$ cat src/rtl/uart_prog_pkg.sv
// Shared types and constants for the UART programming loader.
// Covers loader and receiver state encodings, header bytes and bit-timing derivation.
package uart_prog_pkg;

  typedef enum logic [2:0] {
    IDLE,
    HDR,
    LEN_LO,
    LEN_HI,
    DATA,
    DONE
  } ld_state_e;

  typedef enum logic [1:0] {
    RX_IDLE,
    RX_START,
    RX_DATA,
    RX_STOP
  } rx_state_e;

  localparam logic [7:0] HDR_IMEM = 8'hA0;
  localparam logic [7:0] HDR_DMEM = 8'hA1;

  function automatic int clks_per_bit(input int clk_freq, input int baud);
    return clk_freq / baud;
  endfunction

endpackage

$ cat src/rtl/uart_prog_loader_rx_byte.sv
// 8N1 UART byte receiver: 2-FF synchroniser, centre-sampled bits, glitch-rejecting start check.
// byte_valid_o / frame_err_o pulse for one cycle right after the stop-bit sample.
module uart_rx_byte
  import uart_prog_pkg::*;
#(
  parameter int CLK_FREQ = 10_000_000,
  parameter int BAUD     = 115200
) (
  input  logic       clk,
  input  logic       rst_n_i,
  input  logic       rx_i,
  output logic [7:0] byte_o,
  output logic       byte_valid_o,
  output logic       frame_err_o
);

  localparam int CPB   = clks_per_bit(CLK_FREQ, BAUD);
  localparam int CNT_W = $clog2(CPB + 1);
  localparam logic [CNT_W-1:0] CNT_BIT  = CNT_W'(CPB - 1);
  localparam logic [CNT_W-1:0] CNT_HALF = CNT_W'(CPB / 2 - 1);

  rx_state_e        state_q, state_d;
  logic [CNT_W-1:0] cnt_q;
  logic [2:0]       bit_q;
  logic [7:0]       shreg_q;
  logic             rx_p0, rx_p1, rx_p2;
  logic             tick, cnt_clr, take_bit, fire_vld, fire_err;

  always_comb begin
    state_d  = state_q;
    cnt_clr  = 1'b0;
    take_bit = 1'b0;
    fire_vld = 1'b0;
    fire_err = 1'b0;
    tick     = (state_q == RX_START) ? (cnt_q == CNT_HALF) : (cnt_q == CNT_BIT);
    unique case (state_q)
      RX_IDLE: begin
        cnt_clr = 1'b1;
        if (rx_p2 && !rx_p1) state_d = RX_START;
      end
      // a start bit that is high again at mid-bit was only a glitch
      RX_START: if (tick) begin
        cnt_clr = 1'b1;
        state_d = rx_p1 ? RX_IDLE : RX_DATA;
      end
      RX_DATA: if (tick) begin
        cnt_clr  = 1'b1;
        take_bit = 1'b1;
        if (bit_q == 3'd7) state_d = RX_STOP;
      end
      RX_STOP: if (tick) begin
        cnt_clr  = 1'b1;
        state_d  = RX_IDLE;
        fire_vld = rx_p1;
        fire_err = !rx_p1;
      end
      default: state_d = RX_IDLE;
    endcase
  end

  always_ff @(posedge clk) begin
    if (!rst_n_i) begin
      state_q      <= RX_IDLE;
      cnt_q        <= '0;
      bit_q        <= '0;
      rx_p0        <= 1'b1;
      rx_p1        <= 1'b1;
      rx_p2        <= 1'b1;
      byte_valid_o <= 1'b0;
      frame_err_o  <= 1'b0;
    end else begin
      rx_p0        <= rx_i;
      rx_p1        <= rx_p0;
      rx_p2        <= rx_p1;
      state_q      <= state_d;
      cnt_q        <= cnt_clr ? '0 : cnt_q + 1'b1;
      byte_valid_o <= fire_vld;
      frame_err_o  <= fire_err;
      if (state_q == RX_IDLE) bit_q <= '0;
      else if (take_bit)      bit_q <= bit_q + 1'b1;
    end
  end

  always_ff @(posedge clk) begin
    if (take_bit) shreg_q <= {rx_p1, shreg_q[7:1]};
  end

  assign byte_o = shreg_q;

endmodule

$ cat src/rtl/uart_prog_loader.sv
// Frame parser driving the UPG RAM programming port from a UART byte stream.
// Frame: header (A0 imem / A1 dmem), 16-bit LE word count, then little-endian words.
module uart_prog_loader
  import uart_prog_pkg::*;
#(
  parameter int CLK_FREQ    = 10_000_000,
  parameter int BAUD        = 115200,
  parameter int ADDR_W      = 14,
  parameter int TIMEOUT_CYC = 1_000_000
) (
  input  logic              clk,
  input  logic              rst_n_i,
  input  logic              start_i,
  input  logic              rx_i,
  output logic              upg_wen_o,
  output logic [ADDR_W-1:0] upg_addr_o,
  output logic [31:0]       upg_data_o,
  output logic              upg_sel_o,
  output logic              upg_done_o,
  output logic              busy_o,
  output logic              err_o
);

  localparam int TMO_W = $clog2(TIMEOUT_CYC + 1);
  localparam logic [TMO_W-1:0] TMO_LAST  = TMO_W'(TIMEOUT_CYC - 1);
  localparam logic [16:0]      MAX_WORDS = 17'd1 << ADDR_W;

  ld_state_e         state_q, state_d;
  logic [7:0]        rx_byte;
  logic              rx_vld, rx_ferr;
  logic              sel_q, err_q, wen_q, hdr_seen_q;
  logic [ADDR_W:0]   word_cnt_q;
  logic [1:0]        byte_cnt_q;
  logic [15:0]       len_q;
  logic [23:0]       asm_q;
  logic [31:0]       data_q;
  logic [TMO_W-1:0]  tmo_q;
  logic [15:0]       n_rx;
  logic              hdr_ok, last_word, busy;
  logic              set_err, clr_sess, tmo_on;

  uart_rx_byte #(
    .CLK_FREQ (CLK_FREQ),
    .BAUD     (BAUD)
  ) u_rx (
    .clk          (clk),
    .rst_n_i      (rst_n_i),
    .rx_i         (rx_i),
    .byte_o       (rx_byte),
    .byte_valid_o (rx_vld),
    .frame_err_o  (rx_ferr)
  );

  assign n_rx      = {rx_byte, len_q[7:0]};
  assign hdr_ok    = (rx_byte == HDR_IMEM) || (rx_byte == HDR_DMEM);
  assign last_word = (17'(word_cnt_q) + 17'd1) == {1'b0, len_q};
  assign busy      = (state_q != IDLE) && (state_q != DONE);

  always_comb begin
    state_d  = state_q;
    set_err  = 1'b0;
    clr_sess = 1'b0;
    tmo_on   = 1'b0;
    unique case (state_q)
      IDLE: if (start_i) begin
        state_d  = HDR;
        clr_sess = 1'b1;
      end
      // the idle timer only runs once the sender has produced a first byte
      HDR: begin
        tmo_on = hdr_seen_q;
        if (rx_vld) begin
          if (hdr_ok) state_d = LEN_LO;
          else        set_err = 1'b1;
        end
      end
      LEN_LO: begin
        tmo_on = 1'b1;
        if (rx_vld) state_d = LEN_HI;
      end
      LEN_HI: begin
        tmo_on = 1'b1;
        if (rx_vld) begin
          if (n_rx == 16'd0) begin
            state_d = DONE;
          end else if ({1'b0, n_rx} > MAX_WORDS) begin
            set_err = 1'b1;
            state_d = IDLE;
          end else begin
            state_d = DATA;
          end
        end
      end
      DATA: begin
        tmo_on = 1'b1;
        if (wen_q && last_word) state_d = DONE;
      end
      DONE: if (start_i) begin
        state_d  = HDR;
        clr_sess = 1'b1;
      end
      default: state_d = IDLE;
    endcase
    if (busy && rx_ferr) begin
      set_err = 1'b1;
      state_d = IDLE;
    end
    if (tmo_on && !rx_vld && (tmo_q == TMO_LAST)) begin
      set_err = 1'b1;
      state_d = IDLE;
    end
  end

  always_ff @(posedge clk) begin
    if (!rst_n_i) begin
      state_q    <= IDLE;
      sel_q      <= 1'b0;
      err_q      <= 1'b0;
      wen_q      <= 1'b0;
      hdr_seen_q <= 1'b0;
      word_cnt_q <= '0;
      byte_cnt_q <= '0;
      data_q     <= '0;
      tmo_q      <= '0;
    end else begin
      state_q <= state_d;
      wen_q   <= 1'b0;
      if (set_err)       err_q <= 1'b1;
      else if (clr_sess) err_q <= 1'b0;
      if (tmo_on && !rx_vld) tmo_q <= tmo_q + 1'b1;
      else                   tmo_q <= '0;
      if (state_q == HDR && rx_vld) begin
        hdr_seen_q <= 1'b1;
        if (hdr_ok) sel_q <= (rx_byte == HDR_DMEM);
      end
      // the 4th byte of a word completes it; strobe goes out on the following cycle
      if (state_q == DATA && rx_vld) begin
        byte_cnt_q <= byte_cnt_q + 1'b1;
        if (byte_cnt_q == 2'd3) begin
          wen_q  <= 1'b1;
          data_q <= {rx_byte, asm_q};
        end
      end
      if (wen_q) word_cnt_q <= word_cnt_q + 1'b1;
      if (clr_sess) begin
        hdr_seen_q <= 1'b0;
        word_cnt_q <= '0;
        byte_cnt_q <= '0;
      end
    end
  end

  always_ff @(posedge clk) begin
    if (state_q == LEN_LO && rx_vld) len_q[7:0]  <= rx_byte;
    if (state_q == LEN_HI && rx_vld) len_q[15:8] <= rx_byte;
    if (state_q == DATA && rx_vld) begin
      case (byte_cnt_q)
        2'd0:    asm_q[7:0]   <= rx_byte;
        2'd1:    asm_q[15:8]  <= rx_byte;
        2'd2:    asm_q[23:16] <= rx_byte;
        default: ;
      endcase
    end
  end

  assign upg_wen_o  = wen_q;
  assign upg_addr_o = word_cnt_q[ADDR_W-1:0];
  assign upg_data_o = data_q;
  assign upg_sel_o  = sel_q;
  assign upg_done_o = (state_q == DONE);
  assign busy_o     = busy;
  assign err_o      = err_q;

endmodule

$ cat config.mk
export PLATFORM = sky130hd
export DESIGN_NAME = uart_prog_loader
export DESIGN_NICKNAME = d
export VERILOG_FILES = /design/src/rtl/uart_prog_pkg.sv /design/src/rtl/uart_prog_loader_rx_byte.sv /design/src/rtl/uart_prog_loader.sv
export SDC_FILE = /design/constraint.sdc
export NUM_CORES = 1
export LEC_CHECK = 0
export BUFFER_PORTS_ARGS = -buffer_cell sky130_fd_sc_hd__buf_2
export CELL_PAD_IN_SITES_DETAIL_PLACEMENT = 2
export CELL_PAD_IN_SITES_GLOBAL_PLACEMENT = 2
export CORE_UTILIZATION = 34
export DETAILED_ROUTE_END_ITERATION = 12
export GPL_ROUTABILITY_DRIVEN = 0
export PLACE_DENSITY = 0.75
export SLEW_MARGIN = 40
export SYNTH_ARGS = -nofsm -noshare
export SYNTH_HDL_FRONTEND = slang
export SYNTH_SLANG_ARGS = --single-unit
$ cat constraint.sdc
create_clock -name clk -period 2.35 [get_ports clk]
set_clock_uncertainty 0.1 [all_clocks]
set_input_delay 0.1175 -clock clk [delete_from_list [all_inputs] [get_ports clk]]
set_output_delay 0.1175 -clock clk [all_outputs]
set_load 0.02 [all_outputs]
==> flow_metrics.py, run 1 <==
metrics = {
    "clock_network": {
        "clk_latency_ns": 0.42,
        "cts_tree": "built",
        "cts_sinks": 141,
        "htreeDepth": 4,
        "cts_root_buf": "clkbuf_16",
        "cts_buffers": 17,
        "cts_setup_buffers": 0,
        "clkTransAtPathRegs_ns": 0.06,
        "clk_path_buf_depth": 2,
    },
    "yosys": {
        "synth_area_mm2": 0.00608,
        "yosysTopAreaCell": "dfxtp_1",
        "synth.area.top_cells": "dfxtp_1 31%, edfxtp_1 24%, nand2_1 5.9%",
        "synthMostInstantiatedCell": "nand2_1",
        "synth_top_cells_by_count": "95 x nand2_1, 93 x dfxtp_1, 56 x nor2_1",
        "yosysSeqAreaShare": 0.543,
        "syn_nets": 615,
        "synth_edf_count": 48,
        "syn_inst": 601,
        "yosysWarnings": 0,
        "syn_avg_cell_area_um2": 10.1,
        "synthArstFlopShare": 0,
        "ys_ff_latch": 141,
        "yosys_most_used_dff": "dfxtp_1",
        "synth_cell_type_count": 58,
        "yosys.area.top_type_share": 0.306,
    },
    "floorplan": {
        "num_rows": 48,
        "start_util": 0.350,
        "dieHeight_um": 136,
        "die_area_mm2": 0.0184,
        "coreArea_mm2": 0.0174,
        "fp.dieW_um": 136,
        "io_pins": 55,
    },
    "sta": {
        "min_period_ns": 2.20,
        "finalSetupViolCount": 0,
        "hold_violations": 0,
        "fin_crit_sh": 0.936,
        "slew_viol_final": 0,
        "fmax_mhz": 455,
        "worst_pin_slew_ns": 0.466,
        "slew_headroom": 0.686,
    },
    "routing": {
        "wire_per_inst_um": 18.5,
        "drt_iter0_drc": 141,
        "viasPerCell": 5.10,
        "dr.pass1.iters": 4,
        "antenna_left": 0,
        "vias": 4574,
        "drc": 0,
        "wirelength_um": 16600,
    },
    "critical_path": {
        "startpoint_type": "register",
        "end_kind": "register",
        "crit_type": "reg2reg",
        "cp_slowest_stage_delay_ns": 0.51,
        "slowest_stage": "dfxtp_1",
        "crit_fanout": 10,
        "crit_chain": "nand4_4 > nor4_1 > xnor2_1 > o21ai_0 > a2111oi_2 > o21a_1",
        "crit_required_ns": 2.61,
        "arrival_ns": 2.46,
    },
    "placement": {
        "post-place-cells": 862,
        "port_buffers": 54,
        "hpwl_um": 11400,
    },
    "grt": {
        "grt_pass1_wl_um": 27000,
        "grt_pass1_vias": 5095,
        "grt_max_degree": 41,
        "grtUsageTotal": 0.193,
        "antenna_found_initial": 0,
        "grt-ovfl-total": 0,
    },
    "pwr": {
        "leakage_nw": 2.66,
        "peakVddDrop_v": 0.000529,
        "power_density_mw_per_mm2": 732,
    },
    "cells_and_area": {
        "nNetsFinal": 673,
        "n_antenna_cell": 0,
        "final_util": 0.416,
        "final_cells": 897,
        "syn_to_final_growth_pct": 18.7,
        "layout-drive-gt1-share": 0.188,
    },
    "status": {
        "status": "finished clean",
    },
    "worst_hold_path": {
        "holdCritPathClass": "reg2reg",
    },
    "run": {
        "cap_viol_max_count": 0,
    },
}
## final timing paths
check	startpoint	end	slack, ns	depth (start not counted)
setup reg to reg	word_cnt_q[6]$_SDFFE_PP0P_	state_q[0]$_SDFFE_PP0P_	0.15	6
hold reg to reg	u_rx.rx_p0$_SDFF_PN1_	u_rx.rx_p1$_SDFF_PN1_	0.32	1
hold / removal	u_rx.rx_p0$_SDFF_PN1_	u_rx.rx_p1$_SDFF_PN1_	0.32	1
setup / recovery	word_cnt_q[6]$_SDFFE_PP0P_	state_q[0]$_SDFFE_PP0P_	0.15	6
## logic make-up after synthesis
family                   count (synthesis)  share of synthesized area
AND/OR/NAND/NOR                        259                      0.214
flip-flops                             141                      0.543
AO/OA/AOI/OAI                           76                     0.0860
buffers and inverters                   56                     0.0500
XOR/XNOR                                52                     0.0749
adder cells (fa/ha/maj)                 10                     0.0206
multiplexers                             7                     0.0117
## metal layers
| metal | track usage | routed length (um) | vias up |
|---|---|---|---|
| met1 | 0.215 | 6830 | 2295 |
| met2 | 0.352 | 8890 | 68 |
| met3 | 0.0397 | 481 | 28 |
| met4 | 0.0880 | 366 | 0 |
| met5 | 0 | 0 | - |
| li1 | - | - | 2183 |
## critical path, delay by kind of cell, from the launching register on
| family | cells | cell delay [ns] |
|---|---|---|
| XOR/XNOR | 1 | 0.20 |
| AND/OR/NAND/NOR | 2 | 0.62 |
| flip-flops | 1 | 0.51 |
| AO/OA/AOI/OAI | 3 | 0.73 |
## per-stage QoR
stage                     setup WS [ns]  total power, mW  instance area (um^2)  hold WS (ns)  TNS [ns]
after CTS                        0.0128             5.33                  7200         0.309         0
final                             0.150             5.28                  7220         0.315         0
after global routing            -0.0289             5.45                  7220         0.336   -0.0289
after floorplan                   0.147             2.61                  6080         0.119         0
after detailed placement         0.0453             2.63                  6580         0.207         0
after global placement            0.177             2.62                  6580         0.210         0
## flip-flops by register name, summed over array words and instances (netlist names), 2 cells and up, named ones only
signal / flops
u_rx.bit_q: 3
len_q: 16
u_rx.cnt_q: 7
byte_cnt_q: 2
u_rx.byte_o: 8
tmo_q: 20
state_q: 3
word_cnt_q: 15
asm_q: 24
upg_data_o: 32
## power breakdown
part	internal [mW]	switching, mW
clock	1.63	1.08
sequential	2.51	0.00733
combinational	0.0252	0.0357
## area by class of cell
type	count	area, um^2
clock inverter	12	135
multi-input combinational	404	2490
inverter	13	48.8
clock buffer	20	457
sequential	141	3310
fill	1856	10100
tap	225	282
timing repair buffer	82	500
## timing repair
item,CTS,global route
setup endpoints to repair,0,3
resized for setup,0,5
hold buffers,3,0
hold endpoints to repair,4,0
## cells in the final DEF, fill, tap and decap left out, types with 6 or more instances in the layout
cell type,count
a21boi_0,25
a21boi_1,7
a21oi_1,14
and2_1,6
and3_1,9
buf_2,54
buf_4,24
clkbuf_16,17
dfxtp_1,91
edfxtp_1,48
ha_1,9
inv_1,13
mux2i_1,6
nand2_1,95
nand3_1,21
nand4_1,13
nor2_1,56
nor3_1,8
nor4_1,8
o21ai_0,12
xnor2_1,23
xor2_1,29
No activity file was read; power rests on OpenSTA's default activity.
==> run 2, diff against run 1 <==
--- a/config.mk
+++ b/config.mk
@@ -8,8 +8,6 @@
 export BUFFER_PORTS_ARGS = -buffer_cell sky130_fd_sc_hd__buf_2
-export CELL_PAD_IN_SITES_DETAIL_PLACEMENT = 2
-export CELL_PAD_IN_SITES_GLOBAL_PLACEMENT = 2
-export CORE_UTILIZATION = 34
+export CORE_UTILIZATION = 53
 export DETAILED_ROUTE_END_ITERATION = 12
 export GPL_ROUTABILITY_DRIVEN = 0
-export PLACE_DENSITY = 0.75
+export PLACE_DENSITY = 0.76
 export SLEW_MARGIN = 40
==> constraint.sdc (replaced) <==
create_clock -name clk -period 2.35 [get_ports clk]
set_clock_uncertainty 0.1 [all_clocks]
set_input_delay 0.235 -clock clk [delete_from_list [all_inputs] [get_ports clk]]
set_output_delay 0.235 -clock clk [all_outputs]
set_load 0.02 [all_outputs]
==> run 2 against run 1 <==
Clock power is 4% higher. Die area decreased by 35%. Final cell count fell by 10%. Routed wire length shrank 29%. Non-clock buffer count fell by 9. Sequential power about the same. Sequential share of layout area increased by 0.97 points.
==> flow_metrics.py, run 2 (synthesized netlist as in run 1, its figures left out) <==
metrics = {
    "clock_network": {
        "cts_root_buf": "clkbuf_16",
        "cts_tree": "built",
        "clkTransAtPathRegs_ns": 0.06,
        "cts_buffers": 17,
        "clk_latency_ns": 0.41,
        "cts_sinks": 141,
        "cts_setup_buffers": 0,
        "htreeDepth": 4,
        "clk_path_buf_depth": 2,
    },
    "routing": {
        "viasPerCell": 5.46,
        "wirelength_um": 11800,
        "drt_iter0_drc": 291,
        "antenna_left": 0,
        "dr.pass1.iters": 5,
        "vias": 4385,
        "drc": 0,
        "wire_per_inst_um": 14.7,
    },
    "floorplan": {
        "num_rows": 38,
        "dieHeight_um": 109,
        "coreArea_mm2": 0.0110,
        "io_pins": 55,
        "die_area_mm2": 0.0119,
        "fp.dieW_um": 109,
        "start_util": 0.551,
    },
    "sta": {
        "rsz0062_at_grt": "false",
        "fin_crit_sh": 0.936,
        "fin_tns_setup_ns": 0,
        "worst_pin_slew_ns": 0.438,
        "fmax_mhz": 454,
        "hold_violations": 0,
        "finalSetupViolCount": 0,
        "slew_headroom": 0.704,
        "finalWorstSetupSlack_ns": 0.150,
        "slew_viol_final": 0,
        "min_period_ns": 2.20,
    },
    "worst_hold_path": {
        "hold_depth": 2,
        "holdCritPathClass": "in2reg",
        "min-delay-start": "rst_n_i",
        "whs_endpoint": "err_o$_SDFFE_PN0P_",
    },
    "critical_path": {
        "startpoint_type": "register",
        "end_kind": "register",
        "crit_type": "reg2reg",
        "arrival_ns": 2.46,
        "r2r-start": "word_cnt_q[2]$_SDFFE_PP0P_",
        "crit_fanout": 10,
        "r2r_slack_ns": 0.15,
        "rr_endpoint": "state_q[0]$_SDFFE_PP0P_",
        "crit_required_ns": 2.61,
        "r2r_cells": 6,
    },
    "grt": {
        "grt-ovfl-total": 0,
        "antenna_found_initial": 0,
        "grt_max_degree": 40,
        "grtUsageTotal": 0.210,
        "grt_pass1_vias": 4061,
        "grt_pass1_wl_um": 19100,
    },
    "placement": {
        "post-place-cells": 770,
        "port_buffers": 54,
        "dpl_worst_slack_ns": 0.171,
        "place_area_mm2": 0.00642,
        "hpwl_um": 7950,
    },
    "cells_and_area": {
        "n_antenna_cell": 0,
        "finish.instance_area_mm2": 0.00707,
        "final_common_cell": "nand2_1",
        "final_cell_mix": "95 x nand2_1, 92 x dfxtp_1, 56 x nor2_1",
        "final_cells": 803,
        "layout-drive-gt1-share": 0.175,
        "syn_to_final_growth_pct": 16.2,
        "nFillCells": 862,
        "largest_register_ff_count": 32,
        "nNetsFinal": 664,
    },
    "pwr": {
        "peakVddDrop_v": 0.000617,
        "leakage_nw": 2.62,
        "power_density_mw_per_mm2": 763,
    },
    "run": {
        "cap_viol_max_count": 0,
    },
    "status": {
        "status": "finished clean",
    },
}
run 2: changes by cell type in the layout (fill, tap and decap cells not counted), moves of 2 or more:
| cell | previous run | this run |
|---|---|---|
| nor4b_1 | 2 | 4 |
| dlygate4sd3_1 | 3 | 1 |
| nor4b_2 | 2 | 0 |
| buf_4 | 24 | 17 |
| bufinv_16 | 2 | 4 |
| inv_6 | 3 | 1 |
| clkinvlp_4 | 1 | 3 |
run 2: worst max path at each step:
| stage | startpoint | slack [ns] | cells after the start | endpoint |
|---|---|---|---|---|
| finish | word_cnt_q[2]$_SDFFE_PP0P_ | 0.15 | 6 | state_q[0]$_SDFFE_PP0P_ |
| global route | word_cnt_q[2]$_SDFFE_PP0P_ | 0.01 | 6 | state_q[0]$_SDFFE_PP0P_ |
| CTS | word_cnt_q[2]$_SDFFE_PP0P_ | 0.15 | 6 | state_q[0]$_SDFFE_PP0P_ |
| detailed placement | word_cnt_q[0]$_SDFFE_PP0P_ | 0.17 | 7 | state_q[0]$_SDFFE_PP0P_ |
| global placement | word_cnt_q[0]$_SDFFE_PP0P_ | 0.24 | 7 | state_q[0]$_SDFFE_PP0P_ |
| floorplan | state_q[1]$_SDFFE_PP0P_ | 0.15 | 3 | len_q[0]$_DFFE_PP_ |
run 2: cell type report:
type	instances	area (um^2)	area share
Sequential cell	141	3300	0.468
Multi-Input combinational cell	404	2480	0.351
Clock buffer	18	439	0.0622
Timing Repair Buffer	73	428	0.0606
Clock inverter	14	189	0.0267
Tap cell	140	175	0.0248
Inverter	13	48.8	0.00691
run 2: timing repair:
action                     CTS  global route
gates resized for setup      0             2
setup endpoints to repair    0             2
hold endpoints to repair     1             0
hold buffers                 1             0
run 2: per-stage QoR:
step                      utilization  power [mW]  hold slack, ns
after floorplan                     -        2.61           0.236
after global placement          0.582        2.62           0.298
after detailed placement        0.582        2.62           0.292
after CTS                       0.640        5.43          0.0175
after global routing            0.641        5.54          0.0239
final                           0.641        5.39          0.0290
run 2: where the power goes:
group | switching (mW) | internal [mW]
Clock | 1.02 | 1.80
Sequential | 0.00684 | 2.51
Combinational | 0.0325 | 0.0230
Total | 1.05 | 4.34
run 2: critical path, stage by stage (launching register included):
cell and delay (ns):
dfxtp_1 0.52, nand3_1 0.29, nor4_1 0.37, xnor2_1 0.17, o21ai_0 0.13, a2111oi_2 0.41
o21a_1 0.16
run 2: routing by layer:
metal  track usage  up-vias  wire (um)
li1              -     2175          -
met1         0.264     2096       5170
met2         0.344       98       5860
met3        0.0550       16        565
met4        0.0859        0        176
met5             0        -          0
